`config.mk`:
```
export PLATFORM = sky130hd
export DESIGN_NAME = vga_timing_gen
export DESIGN_NICKNAME = d
export VERILOG_FILES = /design/src/rtl/vga_pkg.sv /design/src/rtl/vga_timing_gen.sv
export SDC_FILE = /design/constraint.sdc
export NUM_CORES = 1
export LEC_CHECK = 0
export CAP_MARGIN = 20
export CORE_MARGIN = 1
export CORE_UTILIZATION = 52
export CTS_CLUSTER_DIAMETER = 80
export DETAILED_ROUTE_END_ITERATION = 10
export GPL_ROUTABILITY_DRIVEN = 0
export PLACE_DENSITY = 0.8
export SYNTH_ARGS = -nofsm -noshare
export SYNTH_HDL_FRONTEND = slang
export SYNTH_SLANG_ARGS = --single-unit
```
`constraint.sdc`:
```
create_clock -name clk -period 2.8 [get_ports clk]
set_clock_uncertainty 0.05 [all_clocks]
set_input_delay 0.56 -clock clk [delete_from_list [all_inputs] [get_ports clk]]
set_output_delay 0.56 -clock clk [all_outputs]
set_load 0.01 [all_outputs]
```
`src/rtl/vga_pkg.sv`:
```
// Shared 640x480@60 Hz timing constants and the sync/visibility decode
// used by the VGA timing generator.
package vga_pkg;

   localparam logic [9:0] H_ACTIVE = 10'd640;
   localparam logic [9:0] H_FP     = 10'd16;
   localparam logic [9:0] H_SYNC   = 10'd96;
   localparam logic [9:0] H_BP     = 10'd48;
   localparam logic [9:0] H_TOTAL  = H_ACTIVE + H_FP + H_SYNC + H_BP;

   localparam logic [9:0] V_ACTIVE = 10'd480;
   localparam logic [9:0] V_FP     = 10'd10;
   localparam logic [9:0] V_SYNC   = 10'd2;
   localparam logic [9:0] V_BP     = 10'd33;
   localparam logic [9:0] V_TOTAL  = V_ACTIVE + V_FP + V_SYNC + V_BP;

   localparam logic [9:0] H_SYNC_START = H_ACTIVE + H_FP;
   localparam logic [9:0] H_SYNC_END   = H_SYNC_START + H_SYNC - 10'd1;
   localparam logic [9:0] V_SYNC_START = V_ACTIVE + V_FP;
   localparam logic [9:0] V_SYNC_END   = V_SYNC_START + V_SYNC - 10'd1;

   localparam logic [9:0] H_MAX = H_TOTAL - 10'd1;
   localparam logic [9:0] V_MAX = V_TOTAL - 10'd1;

   typedef struct packed {
      logic hsync;
      logic vsync;
      logic display_on;
      logic line_tick;
      logic frame_tick;
   } vga_sync_t;

   // Decode at the origin, also the value held while reset is asserted.
   localparam vga_sync_t SYNC_ORIGIN = '{hsync: 1'b1, vsync: 1'b1, display_on: 1'b1,
                                         line_tick: 1'b1, frame_tick: 1'b1};

   function automatic vga_sync_t decode_sync(input logic [9:0] hx, input logic [9:0] vy);
      vga_sync_t s;
      s.hsync      = !((hx >= H_SYNC_START) && (hx <= H_SYNC_END));
      s.vsync      = !((vy >= V_SYNC_START) && (vy <= V_SYNC_END));
      s.display_on = (hx < H_ACTIVE) && (vy < V_ACTIVE);
      s.line_tick  = (hx == 10'd0);
      s.frame_tick = (hx == 10'd0) && (vy == 10'd0);
      return s;
   endfunction

endpackage

```
`src/rtl/vga_timing_gen.sv`:
```
// Fixed 640x480@60 Hz VGA raster generator: pixel/line counters, a frame
// counter and registered sync/blanking decode aligned with the counters.
module vga_timing_gen
   import vga_pkg::*;
(
   input  logic       clk,
   input  logic       rst_n,
   output logic [9:0] x,
   output logic [9:0] y,
   output logic       hsync,
   output logic       vsync,
   output logic       display_on,
   output logic       line_tick,
   output logic       frame_tick,
   output logic [8:0] frame_count
);

   logic [9:0] h_count;
   logic [9:0] v_count;
   logic [8:0] frame_cnt;
   logic [9:0] h_next;
   logic [9:0] v_next;
   logic [8:0] frame_next;
   logic       h_wrap;
   vga_sync_t  sync_q;
   vga_sync_t  sync_next;

   // Out-of-range counts are folded back to zero instead of running on.
   always_comb begin
      h_wrap     = (h_count >= H_MAX);
      h_next     = h_wrap ? 10'd0 : h_count + 10'd1;
      v_next     = v_count;
      frame_next = frame_cnt;
      if (v_count > V_MAX) begin
         v_next = 10'd0;
      end else if (h_wrap) begin
         if (v_count == V_MAX) begin
            v_next     = 10'd0;
            frame_next = frame_cnt + 9'd1;
         end else begin
            v_next = v_count + 10'd1;
         end
      end
      sync_next = decode_sync(h_next, v_next);
   end

   // Decoding next-state counts keeps the registered flags in step with x/y.
   always_ff @(posedge clk or negedge rst_n) begin
      if (!rst_n) begin
         h_count   <= 10'd0;
         v_count   <= 10'd0;
         frame_cnt <= 9'd0;
         sync_q    <= SYNC_ORIGIN;
      end else begin
         h_count   <= h_next;
         v_count   <= v_next;
         frame_cnt <= frame_next;
         sync_q    <= sync_next;
      end
   end

   assign x           = h_count;
   assign y           = v_count;
   assign frame_count = frame_cnt;
   assign hsync       = sync_q.hsync;
   assign vsync       = sync_q.vsync;
   assign display_on  = sync_q.display_on;
   assign line_tick   = sync_q.line_tick;
   assign frame_tick  = sync_q.frame_tick;

endmodule

```
==> flow_summary.ini <==
[synthesis]
async_flop_share = 1.00
synth_flop_cell = dfrtp_1
synth_top_area_share = 0.381
syn_inst = 198
yosysUniqueCellTypes = 46
synthTopCellsByArea = dfrtp_1 (38%), xnor2_1 (8.3%), dfstp_2 (6.9%)
ys_seq_area_frac = 0.450
syn_avg_cell_area_um2 = 9.62
synth_edf_count = 0
synthesis.area_um2 = 1910
synth_common_cells = dfrtp_1 (29), nor2_1 (25), xnor2_1 (18)
syn_nets = 204
yosysTopAreaCell = dfrtp_1
yosysMostFrequentCell = dfrtp_1
ys_seq_elements = 34
yosysWarnings = 0

[die]
dieWidth_um = 62.5
fp.dieH_um = 62.5
initial_core_util = 0.558
core_um2 = 3420
row_count = 21
fp.dieArea_um2 = 3910
io_pins = 36

[placement]
hpwl_mm = 3.07
io_buffers = 35
pre_cts_slack_ps = 44.8
placed_area_um2 = 2300

[route]
num_vias = 1681
drt-initial-drc-count = 83
wl_mm = 4.35
first_pass_iters = 4
avgViaCountPerCell = 5.92
routedWlPerCell_um = 15.3
drc = 0
detail-route-antenna-nets = 0

[clock_tree]
htree_levels = 2
cts_hold_buf = 0
post_cts_buffers = 0
ctsResizeCount = 0
clkSinkCount = 34
cts.clk_slew.worst_paths_ps = 110
numCtsBuffers = 5
clk_latency_ps = 350
cts_root_buf = clkbuf_4
clockBufferDepth = 2
cts_tree = built

[worst_setup_path]
crit_slowest_cell = or4_4
arrival_ps = 2840
r2r_slack_ps = 150
end_kind = register
start_kind = register
cp_common_cell = or4_4
path_class = reg2reg
cp_max_fo = 9
crit_path_max_incr_delay_ps = 580
required_ps = 2990
crit_chain = or4_4 > or4_4 > o21ai_2 > buf_4 > a41oi_2 > nor4b_2

[finish]
fin_area_um2 = 2410
fin_util = 0.705
antenna-diode-count = 0
layout-drive-gt1-share = 0.130
nNetsFinal = 243
syn2layout_area_growth_pct = 26.5
num-fill-cells = 260

[sta]
fin_crit_ps = 2650
worst_slack_ps = 149
rsz0062_at_grt = false
period_share = 0.947
setup_tns_ps = 0
worst-slew-pin-transition_ps = 603
setup_viol_count_final = 0
hold_ws_ps = 439
fmax_ghz = 0.377
slew_viol_final = 0
hold_viol_final = 0
slew_headroom = 0.587

[power]
p_sw_mw = 0.175
clockPowerShare = 0.430
power_frac_seq = 0.557
power_density_nw_per_um2 = 366
p_leak_nw = 0.964
internal_power_mw = 0.706
comb_power_share = 0.013
netSwitchingFraction = 0.198
vdd_drop_max_v = 0.000305

[grt]
antenna_found_initial = 0
grt_use_total = 0.253
grt_first_pass_wirelength_mm = 7.71
grt_max_degree = 35
grt_overflow = 0
grt_pass1_vias = 1670

[min_path]
hold_class = reg2reg

[run]
max_cap_viol_count = 0

[run_status]
status = completed
==> power groups by stage <==
stage	combinational [mW]	clock [mW]	sequential, mW
finish	0.0110	0.379	0.491
global route	0.0135	0.409	0.491
CTS	0.0122	0.386	0.491
detailed placement	0.0122	0	0.500
global placement	0.0118	0	0.500
floorplan	0.000000332	0	0.501
==> kinds of logic after synthesis <==
group                      Yosys count  share of synthesized area
muxes                                2                     0.0112
DFF                                 34                      0.450
xor gates and xnor gates            27                      0.124
buffers and inverters               17                     0.0394
adders and majority gates            4                     0.0263
and+or+nand+nor                     81                      0.225
AOI/OAI and AO/OA                   33                      0.125
==> registers in the layout, indices dropped and copies added, names as in the netlist <==
name,count
x,10
display_on,1
y,10
vsync,1
frame_tick,1
hsync,1
frame_count,9
line_tick,1
==> metrics by stage <==
| step | cells | power (mW) |
|---|---|---|
| floorplan | 198 | 0.501 |
| finish | 284 | 0.881 |
| global route | 284 | 0.913 |
| detailed placement | 273 | 0.513 |
| CTS | 281 | 0.890 |
| global placement | 273 | 0.512 |
==> final timing paths <==
kind                           startpoint              to  cells after the start
setup reg to reg                     y[5]      frame_tick                      6
setup / recovery                     y[5]      frame_tick                      6
max in group asynchronous           rst_n      frame_tick                      2
hold reg to reg            frame_count[8]  frame_count[8]                      1
min in group asynchronous           rst_n            x[3]                      2
hold / removal             frame_count[8]  frame_count[8]                      1
==> layout make-up <==
| type | count | area, um^2 | share of cell area |
|---|---|---|---|
| flip-flops and latches | 34 | 857 | 0.356 |
| inverters | 5 | 18.8 | 0.00779 |
| multi-input cells | 147 | 973 | 0.404 |
| well taps | 46 | 57.6 | 0.0239 |
| clock buffers | 7 | 55.1 | 0.0228 |
| repair buffers | 44 | 418 | 0.173 |
| clock inverters | 1 | 30.0 | 0.0125 |
==> cells in the final DEF, fill, tap and decap left out, drive strengths merged, types with 2 or more instances in the layout <==
master,Yosys,routed
clkdlybuf4s50,0,35
dfrtp,29,29
nor2,26,26
xnor2,18,18
nand2,16,16
nand3,13,13
xor2,9,9
buf,2,9
nand4,8,8
a21oi,8,8
clkbuf,10,7
inv,5,5
dfstp,5,5
o21ai,5,5
ha,4,4
nor3,4,4
a211oi,3,3
or4,2,2
o31ai,2,2
nor4,2,2
a21boi,2,2
nor2b,2,2
a31oi,2,2
a311oi,2,2
nor4b,2,2
a41oi,2,2
==> layer usage <==
| metal | vias to the layer above | GRT usage | part of all wire |
|---|---|---|---|
| li1 | 779 | - | - |
| met1 | 812 | 0.322 | 0.42 |
| met2 | 72 | 0.394 | 0.49 |
| met3 | 18 | 0.0438 | 0.060 |
| met4 | 0 | 0.166 | 0.030 |
| met5 | - | 0 | 0 |
==> critical path, delay by kind of cell, from the launching register on <==
| kind | cells | cell delay, ps |
|---|---|---|
| and+or+nand+nor | 3 | 1500 |
| buffers and inverters | 1 | 220 |
| DFF | 1 | 490 |
| AOI/OAI and AO/OA | 2 | 300 |
Note: power is estimated with default switching activity, not from simulation.
